[config.mk]
export PLATFORM = sky130hd
export DESIGN_NAME = uart_instr_loader
export DESIGN_NICKNAME = d
export VERILOG_FILES = /design/src/rtl/uart_instr_loader_pkg.sv /design/src/rtl/uart_instr_loader_rx.sv /design/src/rtl/uart_instr_loader.sv
export SDC_FILE = /design/constraint.sdc
export NUM_CORES = 1
export LEC_CHECK = 0
export BUFFER_PORTS_ARGS = -buffer_cell sky130_fd_sc_hd__buf_4
export CAP_MARGIN = 10
export CORE_AREA = 2 2 115 173
export DETAILED_ROUTE_END_ITERATION = 8
export DIE_AREA = 0 0 117 175
export PLACE_DENSITY_LB_ADDON = 0.15
export SLEW_MARGIN = 15
export SYNTH_ARGS = -nofsm -noshare
export SYNTH_HDL_FRONTEND = slang
export SYNTH_HIERARCHICAL = 1
export SYNTH_SLANG_ARGS = --single-unit
[constraint.sdc]
create_clock -name clk -period 2.55 [get_ports clk]
set_input_delay 0.255 -clock clk [delete_from_list [all_inputs] [get_ports clk]]
set_output_delay 0.255 -clock clk [all_outputs]
set_load 0.03 [all_outputs]
[src/rtl/uart_instr_loader_pkg.sv]
// Shared definitions for the UART instruction loader.
// Holds the FSM encodings, the frame layout constants and a word-assembly helper.
package uart_instr_loader_pkg;

    // Loader FSM states
    typedef enum logic [2:0] {
        ST_IDLE   = 3'd0,
        ST_LEN_HI = 3'd1,
        ST_LEN_LO = 3'd2,
        ST_WORD   = 3'd3,
        ST_WRITE  = 3'd4,
        ST_DONE   = 3'd5,
        ST_ERR    = 3'd6
    } loader_state_t;

    // UART receiver states
    typedef enum logic [1:0] {
        RX_IDLE  = 2'd0,
        RX_START = 2'd1,
        RX_DATA  = 2'd2,
        RX_STOP  = 2'd3
    } rx_state_t;

    // Frame layout: 16-bit big-endian word count, then big-endian words
    localparam int HDR_BYTES  = 2;
    localparam int WORD_BYTES = 4;

    // Append one byte to a partially assembled word (MSB byte first)
    function automatic logic [31:0] shift_in_byte(
        input logic [31:0] word,
        input logic [7:0]  b
    );
        return {word[23:0], b};
    endfunction

endpackage

[src/rtl/uart_instr_loader_rx.sv]
// 8N1 UART receiver: 2-FF synchroniser, start-edge detect, bit timer and deserialiser.
// Ports: clk, reset (sync, active-high), rxd (serial in), rx_valid/rx_data (byte pulse), rx_ferr (stop bit low).
module uart_rx
    import uart_instr_loader_pkg::*;
#(
    parameter int CLKS_PER_BIT = 868
) (
    input  logic       clk,
    input  logic       reset,
    input  logic       rxd,
    output logic       rx_valid,
    output logic [7:0] rx_data,
    output logic       rx_ferr
);

    localparam int CW = (CLKS_PER_BIT > 2) ? $clog2(CLKS_PER_BIT) : 1;
    localparam logic [CW-1:0] HALF_M1 = CW'(CLKS_PER_BIT / 2 - 1);
    localparam logic [CW-1:0] BIT_M1  = CW'(CLKS_PER_BIT - 1);
    localparam logic [CW-1:0] CNT_ONE = CW'(1);

    rx_state_t      state;
    logic           sync1;
    logic           sync2;
    logic           prev;
    logic [CW-1:0]  cnt;
    logic [2:0]     bit_idx;
    logic [7:0]     shift;

    always_ff @(posedge clk) begin
        if (reset) begin
            sync1    <= 1'b1;
            sync2    <= 1'b1;
            prev     <= 1'b1;
            state    <= RX_IDLE;
            cnt      <= '0;
            bit_idx  <= '0;
            shift    <= '0;
            rx_valid <= 1'b0;
            rx_data  <= '0;
            rx_ferr  <= 1'b0;
        end else begin
            sync1    <= rxd;
            sync2    <= sync1;
            prev     <= sync2;
            rx_valid <= 1'b0;
            rx_ferr  <= 1'b0;
            unique case (state)
                RX_IDLE: begin
                    cnt <= '0;
                    // Only a high-to-low transition starts a frame, so a line
                    // left low after a bad stop bit does not retrigger.
                    if (prev && !sync2) begin
                        state <= RX_START;
                    end
                end
                RX_START: begin
                    if (cnt == HALF_M1) begin
                        cnt <= '0;
                        if (!sync2) begin
                            state   <= RX_DATA;
                            bit_idx <= '0;
                        end else begin
                            state <= RX_IDLE;
                        end
                    end else begin
                        cnt <= cnt + CNT_ONE;
                    end
                end
                RX_DATA: begin
                    if (cnt == BIT_M1) begin
                        cnt   <= '0;
                        shift <= {sync2, shift[7:1]};
                        if (bit_idx == 3'd7) begin
                            state <= RX_STOP;
                        end else begin
                            bit_idx <= bit_idx + 3'd1;
                        end
                    end else begin
                        cnt <= cnt + CNT_ONE;
                    end
                end
                RX_STOP: begin
                    if (cnt == BIT_M1) begin
                        cnt   <= '0;
                        state <= RX_IDLE;
                        if (sync2) begin
                            rx_valid <= 1'b1;
                            rx_data  <= shift;
                        end else begin
                            rx_ferr <= 1'b1;
                        end
                    end else begin
                        cnt <= cnt + CNT_ONE;
                    end
                end
                default: state <= RX_IDLE;
            endcase
        end
    end

endmodule

[src/rtl/uart_instr_loader.sv]
// Boot loader: receives a length-prefixed program over UART and writes it into instr_mem.
// Ports: clk, reset, uart_on, uart_rxd in; imem_we/imem_addr/imem_wdata, cpu_hold, load_done, load_err out.
module uart_instr_loader
    import uart_instr_loader_pkg::*;
#(
    parameter int CLKS_PER_BIT = 868,
    parameter int ADDR_W       = 8,
    parameter int TIMEOUT      = 2000000
) (
    input  logic              clk,
    input  logic              reset,
    input  logic              uart_on,
    input  logic              uart_rxd,
    output logic              imem_we,
    output logic [ADDR_W-1:0] imem_addr,
    output logic [31:0]       imem_wdata,
    output logic              cpu_hold,
    output logic              load_done,
    output logic              load_err
);

    localparam int TW = $clog2(TIMEOUT + 1);
    localparam logic [TW-1:0]   TMO_LAST  = TW'(TIMEOUT - 1);
    localparam logic [TW-1:0]   TMO_ONE   = TW'(1);
    localparam logic [16:0]     MAX_WORDS = 17'(2 ** ADDR_W);
    localparam logic [ADDR_W:0] CNT_ONE   = (ADDR_W + 1)'(1);
    localparam logic [1:0]      LAST_BYTE = 2'(WORD_BYTES - 1);

    logic          rx_valid;
    logic [7:0]    rx_data;
    logic          rx_ferr;

    loader_state_t   state;
    logic [15:0]     len;
    logic [ADDR_W:0] word_cnt;
    logic [1:0]      byte_idx;
    logic [31:0]     asm_word;
    logic [TW-1:0]   tmo_cnt;

    logic            rx_state;
    logic [15:0]     n_words;
    logic [ADDR_W:0] cnt_next;
    logic            last_word;
    logic            tmo_hit;
    logic            go_err;
    logic [31:0]     word_next;

    uart_rx #(
        .CLKS_PER_BIT(CLKS_PER_BIT)
    ) u_rx (
        .clk      (clk),
        .reset    (reset),
        .rxd      (uart_rxd),
        .rx_valid (rx_valid),
        .rx_data  (rx_data),
        .rx_ferr  (rx_ferr)
    );

    always_comb begin
        rx_state  = (state == ST_LEN_HI) || (state == ST_LEN_LO)
                 || (state == ST_WORD);
        n_words   = {len[15:8], rx_data};
        cnt_next  = word_cnt + CNT_ONE;
        last_word = (16'(cnt_next) == len);
        tmo_hit   = (tmo_cnt == TMO_LAST);
        // A byte arriving in the expiry cycle wins over the timeout.
        go_err    = rx_state && (rx_ferr || (tmo_hit && !rx_valid));
        word_next = shift_in_byte(asm_word, rx_data);
    end

    always_ff @(posedge clk) begin
        if (reset) begin
            state      <= ST_IDLE;
            len        <= '0;
            word_cnt   <= '0;
            byte_idx   <= '0;
            asm_word   <= '0;
            tmo_cnt    <= '0;
            imem_we    <= 1'b0;
            imem_addr  <= '0;
            imem_wdata <= '0;
            cpu_hold   <= 1'b0;
            load_done  <= 1'b0;
            load_err   <= 1'b0;
        end else if (!uart_on) begin
            // Abort or stay transparent; addr/data keep their last value
            state     <= ST_IDLE;
            word_cnt  <= '0;
            byte_idx  <= '0;
            tmo_cnt   <= '0;
            imem_we   <= 1'b0;
            cpu_hold  <= 1'b0;
            load_done <= 1'b0;
            load_err  <= 1'b0;
        end else if (go_err) begin
            state    <= ST_ERR;
            tmo_cnt  <= '0;
            imem_we  <= 1'b0;
            cpu_hold <= 1'b1;
            load_err <= 1'b1;
        end else begin
            imem_we <= 1'b0;
            if (rx_state) begin
                tmo_cnt <= rx_valid ? '0 : tmo_cnt + TMO_ONE;
            end
            unique case (state)
                ST_IDLE: begin
                    state    <= ST_LEN_HI;
                    cpu_hold <= 1'b1;
                    tmo_cnt  <= '0;
                end
                ST_LEN_HI: begin
                    if (rx_valid) begin
                        len[15:8] <= rx_data;
                        state     <= ST_LEN_LO;
                    end
                end
                ST_LEN_LO: begin
                    if (rx_valid) begin
                        len[7:0] <= rx_data;
                        if (n_words == 16'd0) begin
                            state     <= ST_DONE;
                            cpu_hold  <= 1'b0;
                            load_done <= 1'b1;
                        end else if ({1'b0, n_words} > MAX_WORDS) begin
                            state    <= ST_ERR;
                            load_err <= 1'b1;
                        end else begin
                            state    <= ST_WORD;
                            byte_idx <= '0;
                            word_cnt <= '0;
                        end
                    end
                end
                ST_WORD: begin
                    if (rx_valid) begin
                        asm_word <= word_next;
                        byte_idx <= byte_idx + 2'd1;
                        if (byte_idx == LAST_BYTE) begin
                            // Strobe is registered, so it is high during WRITE
                            state      <= ST_WRITE;
                            imem_we    <= 1'b1;
                            imem_addr  <= word_cnt[ADDR_W-1:0];
                            imem_wdata <= word_next;
                        end
                    end
                end
                ST_WRITE: begin
                    word_cnt <= cnt_next;
                    byte_idx <= '0;
                    tmo_cnt  <= '0;
                    if (last_word) begin
                        state     <= ST_DONE;
                        cpu_hold  <= 1'b0;
                        load_done <= 1'b1;
                    end else begin
                        state <= ST_WORD;
                    end
                end
                ST_DONE: state <= ST_DONE;
                ST_ERR:  state <= ST_ERR;
                default: state <= ST_IDLE;
            endcase
        end
    end

endmodule

After elaboration in Yosys (flattened, before gate mapping)
Index checks and enable logic that the tools add are counted.
{"block": "word_totals", "n_memories": 0, "regBits": 155, "ram_bits": 0, "latchBits": 0, "input_bits": 4, "rom_bits": 0, "out_inout_bits": 44, "word_cells": 163}
{"block": "classes", "add_sub_neg": 5, "order_cmp": 1, "shifts": 0, "muxes": 51, "bitwise_logic": 6, "reduce_logical": 39, "n_mul": 0, "div_mod_pow": 0, "eq_ne": 37}
{"op": "3-bit 2-to-1 mux", "n": 12}
{"op": "10-bit one-hot mux with 3 select lines", "n": 1}
{"op": "4-bit AND reduction", "n": 7}
{"op": "9-bit 2-to-1 mux", "n": 3}
{"op": "5-bit AND reduction", "n": 5}
{"op": "21-bit by 1-bit adder with 21-bit output (second input constant)", "n": 1}
{"op": "21-bit == test (second input constant)", "n": 1}
{"op": "21-bit 2-to-1 mux", "n": 1}
{"op": "3-bit one-hot mux with 7 select lines", "n": 1}
{"op": "10-bit 2-to-1 mux", "n": 2}
{"op": "2-bit 2-to-1 mux", "n": 10}
{"op": "2-bit by 1-bit != test with 1-bit output (second input constant)", "n": 10}
{"op": "9-bit one-hot mux with 2 select lines", "n": 1}
{"op": "9-bit by 16-bit == test with 1-bit output", "n": 1}
{"op": "16-bit by 9-bit > comparator with 1-bit output (second input constant)", "n": 1}
{"op": "16-bit zero test", "n": 1}
{"op": "1-bit 2-to-1 mux", "n": 15}
{"op": "3-bit by 2-bit != test with 1-bit output (second input constant)", "n": 5}
{"op": "3-bit == test (second input constant)", "n": 4}
{"op": "2-bit != test (second input constant)", "n": 6}
{"op": "10-bit by 1-bit adder with 10-bit output (second input constant)", "n": 1}
{"op": "10-bit == test (second input constant)", "n": 1}
{"op": "10-bit by 9-bit == test with 1-bit output (second input constant)", "n": 1}
{"op": "2-bit nonzero test", "n": 5}
{"op": "other kinds (27)", "n": 43}

Longest topological paths before layout
{"block": "depth", "ltp_word": 6, "ltp_mapped": 8, "ltp_nobuf": 7}

Modules after synthesis
Netlist, hierarchy kept.
{"mod": "uart_instr_loader", "area_each_um2": 5001.0, "n_inst": 1, "cells_each": 616, "seq_area_each_um2": 2382.3}
{"mod": "uart_rx", "area_each_um2": 1536.5, "n_inst": 1, "cells_each": 156, "seq_area_each_um2": 720.7}

Worst setup path after synthesis
No wires, ideal clock.
{"block": "synth_timing", "path_kind": "reg2reg", "start": "register len[10]", "end": "register cpu_hold", "synth_period_minus_slack_ps": 2108, "n_path_buf": 0, "t_required_ps": 2434, "setup_ps": 116, "arrival_ps": 1992, "path_slack_ps": 442, "path_stages_with_launch": 7, "path_cell_list": "dfxtp_1 > or4_4 > or4_4 > nor4_2 > o2111a_2 > a31oi_1 > o211a_1"}
{"block": "synth_between", "elab_chain_cells": 3, "elab_cells_between_ends": 5, "cone_classes": "3 x eq/ne; 2 x reduce/logical"}
{"item": "start, declared", "line_no": "uart_instr_loader.sv:34", "source": "logic [15:0] len;"}
{"item": "start signal, assigned", "line_no": "uart_instr_loader.sv:114", "source": "len[15:8] <= rx_data;"}
{"item": "9-bit by 16-bit == test with 1-bit output or 16-bit zero test (tied branches)", "line_no": "uart_instr_loader.sv:64, uart_instr_loader.sv:121"}
{"item": "3-bit != test (no source line) or 3-bit by 2-bit != test with 1-bit output (tied branches)"}
{"item": "4-bit AND reduction (no source line) (*)"}
{"item": "end signal, assigned", "line_no": "uart_instr_loader.sv:82", "source": "cpu_hold <= 1'b0;"}
{"item": "end signal, assigned", "line_no": "uart_instr_loader.sv:92", "source": "cpu_hold <= 1'b0;"}
{"item": "end signal, assigned", "line_no": "uart_instr_loader.sv:99", "source": "cpu_hold <= 1'b1;"}
{"item": "end, declared", "line_no": "uart_instr_loader.sv:17", "source": "output logic cpu_hold,"}
Every way passes the cells marked *; elsewhere a longest branch is shown, timed or not.
A chain may end at the register's enable or synchronous reset.

Final worst setup path
{"block": "layout_timing", "start": "register u_rx.rx_data[3]", "end": "register word_cnt[0]"}
{"block": "layout_between", "elab_chain_cells": 3, "elab_cells_between_ends": 5, "cone_classes": "1 x order compare; 2 x eq/ne; 2 x reduce/logical"}
{"item": "start, declared", "line_no": "uart_instr_loader_rx.sv:12", "source": "output logic [7:0] rx_data,"}
{"item": "start signal, assigned", "line_no": "uart_instr_loader_rx.sv:88", "source": "rx_data <= shift;"}
{"item": "16-bit by 9-bit > comparator with 1-bit output or 16-bit zero test (tied branches)", "line_no": "uart_instr_loader.sv:125, uart_instr_loader.sv:121"}
{"item": "2-bit != test (no source line)"}
{"item": "5-bit AND reduction (no source line) (*)"}
{"item": "end signal, assigned", "line_no": "uart_instr_loader.sv:149", "source": "word_cnt <= cnt_next;"}
{"item": "end, declared", "line_no": "uart_instr_loader.sv:35", "source": "logic [ADDR_W:0] word_cnt;"}
Marked as above.

==> results.ini <==
[run_status]
status = finished, final reports clean

[setup_path]
crit_chain = or4_1, o21ai_0, a31oi_2, a211oi_4, mux2_2, nor2_1
cp-start-kind = flop
cp_max_fo = 9
crit_path_top_delay_cell = or4_1
reg2reg_depth = 6
path_class = flop to flop
r2r_end = word_cnt[0]$_SDFFE_PP0P_
path_buf_inv = 0
end_kind = flop
reg2reg_from = u_rx/rx_data[3]$_SDFFE_PP0P_
cpPeakStageDelay_ns = 0.56
ff2ff_setup_slack_ns = 0.19
crit_family = compound AO/OA/AOI/OAI gates
cp.arrival_ns = 2.65
required_ns = 2.84

[floorplanning]
die_x_microns = 117
rows = 62
die_y_microns = 175
dieArea_sq_um = 20480
core_area_sq_um = 19010
io_pins = 48
initial_core_util_pct = 34.40

[min_path]
worstHoldStart = reset
hold_class = input port to flop
whs_path_depth = 3
hold_path_end = cpu_hold$_SDFFE_PP0P_

[finish]
layout_commonest_cell = nand2_1
instances_no_fill = 1085
num-fill-cells = 1966
fin_area_sq_um = 7761
num-nets-final = 827
area_growth_pct = 18.72
antenna_cells = 0
drive_gt1_share_pct = 14.23
final_cell_mix = nand2_1, dfxtp_1, nor2_1

[power_and_ir_drop]
total_power_uw = 4939
leakage_uw = 0.002908
ir_drop_mv = 0.3830
power.density_nw_per_um2 = 636.4

[synth]
yosysUniqueCellTypes = 62
yosysWarnings = 6
synth-seq-cells = 155
synth_area_sq_um = 6538
yosysSeqAreaShare_pct = 47.46
synthArstFlopShare_pct = 0
synth_flop_cell = dfxtp_1
syn_area_per_cell_sq_um = 8.468
syn_nets = 783
netlist_instances = 772
synth-edff-count = 0

[global_routing]
grt_first_pass_wirelength_mm = 26.13
antenna_found_initial = 0
gr-total-overflow = 0
grt_max_degree = 61
grtUsageTotal_pct = 16.20
grt_pass1_vias = 5362

[sta]
skew_ns = 0.01203
finalWorstPathRequiredPeriod_ns = 2.360
tightest_slew_ns = 0.5987
finalSetupViolCount = 0
hold_viol = 0
tns_ns = 0
drv_slew = 0
fmaxAchievable_mhz = 423.8
hold_ws_ns = 0.2402
period_share_pct = 92.54
slew_headroom_pct = 60.00
grt_setup_unrepaired = false

[cts]
numCtsBuffers = 17
htree_levels = 4
clkTransAtPathRegs_ns = 0.06
cts_tree = built
post-cts-setup-buffers = 0
insertion_delay_ns = 0.42
clock-root-buffer = clkbuf_16
clk_path_buf_depth = 2
cts_num_sinks = 155

[detailed_routing]
wl_per_cell_microns = 14.26
route.detailed.drc = 0
drt_iter0_drc = 204
drtPass1Iterations = 6
antenna_left = 0
totalWireLength_mm = 15.47
vias = 5362
viasPerCell = 4.942

[placed_design]
dp.cells = 1052
routabilityCongestion = 0.8314
io_buffers = 47
placed_area_sq_um = 7189
dp_hpwl_mm = 10.93

[flow_run]
max-cap-violations = 0

==> tightest hold or removal path, cell delays in order <==
cell and delay [ns]:
buf_4 0.09, nor2b_1 0.13, o211a_1 0.14
==> registers in the layout, indices dropped and copies added (netlist names), 2 cells and up, named ones only <==
| name | count |
|---|---|
| state | 3 |
| word_cnt | 9 |
| imem_wdata | 32 |
| u_rx/rx_data | 8 |
| imem_addr | 8 |
| byte_idx | 2 |
| len | 16 |
| u_rx/bit_idx | 3 |
| asm_word | 24 |
| u_rx/shift | 8 |
| u_rx/cnt | 10 |
| tmo_cnt | 21 |
==> where the power goes <==
part | internal, uW | switching (uW) | total [uW]
Combinational | 27.6 | 62.6 | 90.2
Clock | 1380 | 1030 | 2410
Sequential | 2430 | 9.35 | 2440
==> cells by family (layout without fill, tap and decap cells) <==
| kind of cell | count (synthesis) | count (layout) | share of synthesized area (%) |
|---|---|---|---|
| AO/OA/AOI/OAI | 131 | 131 | 12.21 |
| XOR/XNOR | 39 | 39 | 5.225 |
| adder cells (fa/ha/maj) | 7 | 7 | 1.340 |
| buffers and inverters | 52 | 109 | 3.330 |
| flip-flops | 155 | 155 | 47.46 |
| multiplexers | 35 | 35 | 5.378 |
| AND/OR/NAND/NOR | 353 | 353 | 25.05 |
==> timing repair <==
action | 4_1_cts | 5_1_grt
resized for setup | 0 | 0
endpoints found under the hold margin | 1 | 0
hold buffers | 1 | 0
==> cell usage after synthesis, types with 2 or more instances <==
cell type / instances / area share (%)
a31oi_1: 10 / 0.96
nor2_1: 90 / 5.2
o21ai_0: 14 / 1.1
a21oi_1: 77 / 5.9
buf_2: 6 / 0.46
nor3b_1: 2 / 0.23
a311oi_1: 3 / 0.40
ha_1: 7 / 1.3
or4_4: 2 / 0.34
clkbuf_1: 32 / 1.8
or4_1: 5 / 0.57
nand4_1: 14 / 1.3
and2_1: 7 / 0.67
or2_2: 5 / 0.48
o21a_1: 3 / 0.34
nor3_1: 16 / 1.2
buf_4: 2 / 0.23
dfxtp_1: 155 / 47
and4_1: 2 / 0.27
a21o_1: 2 / 0.23
nand2b_1: 9 / 0.86
buf_1: 2 / 0.11
a211oi_1: 3 / 0.34
nor2b_1: 4 / 0.38
o211a_1: 2 / 0.31
xor2_1: 21 / 2.8
nand3b_1: 5 / 0.57
mux2i_1: 34 / 5.2
and3_1: 4 / 0.38
and4_2: 2 / 0.31
inv_1: 9 / 0.52
nand3_1: 17 / 1.3
nor4_1: 3 / 0.29
nand2_1: 156 / 9.0
xnor2_1: 18 / 2.4
o211ai_1: 3 / 0.34
==> worst max-delay path by stage <==
stage	startpoint	to	depth (start not counted)
6_report	u_rx/rx_data[3]$_SDFFE_PP0P_	word_cnt[0]$_SDFFE_PP0P_	6
5_1_grt	u_rx/rx_data[4]$_SDFFE_PP0P_	word_cnt[0]$_SDFFE_PP0P_	6
4_1_cts	u_rx/rx_data[3]$_SDFFE_PP0P_	word_cnt[0]$_SDFFE_PP0P_	6
3_5_place_dp	u_rx/rx_data[3]$_SDFFE_PP0P_	word_cnt[2]$_SDFFE_PP0P_	6
3_3_place_gp	len[10]$_SDFFE_PP0P_	cpu_hold$_SDFFE_PP0P_	6
2_1_floorplan	len[10]$_SDFFE_PP0P_	cpu_hold$_SDFFE_PP0P_	6
==> final cells by class <==
cell class,count,area (sq um),share of cell area (%)
inverter,9,33.78,0.4353
multi-input combinational,565,3217,41.45
sequential,155,3103,39.98
tap,256,320.3,4.127
clock inverter,11,111.4,1.435
clock buffer,21,450.4,5.804
timing repair buffer,68,525.5,6.771
==> per-layer routing <==
| layer | vias to the layer above | part of all wire, % | GRT usage [%] |
|---|---|---|---|
| met1 | 2554 | 44 | 19.20 |
| met4 | 0 | 2.1 | 6.471 |
| met3 | 24 | 2.5 | 3.746 |
| met5 | - | 0 | 0 |
| li1 | 2716 | - | - |
| met2 | 68 | 52 | 27.82 |
==> stage by stage <==
step                      utilization (%)  setup slack, ns
after global placement              37.83           0.2758
after global routing                40.84          0.05967
after CTS                           40.84           0.1845
after floorplan                         -           0.4417
final                               40.84           0.1901
after detailed placement            37.83           0.1837
Power figures use the tool's default switching activity.
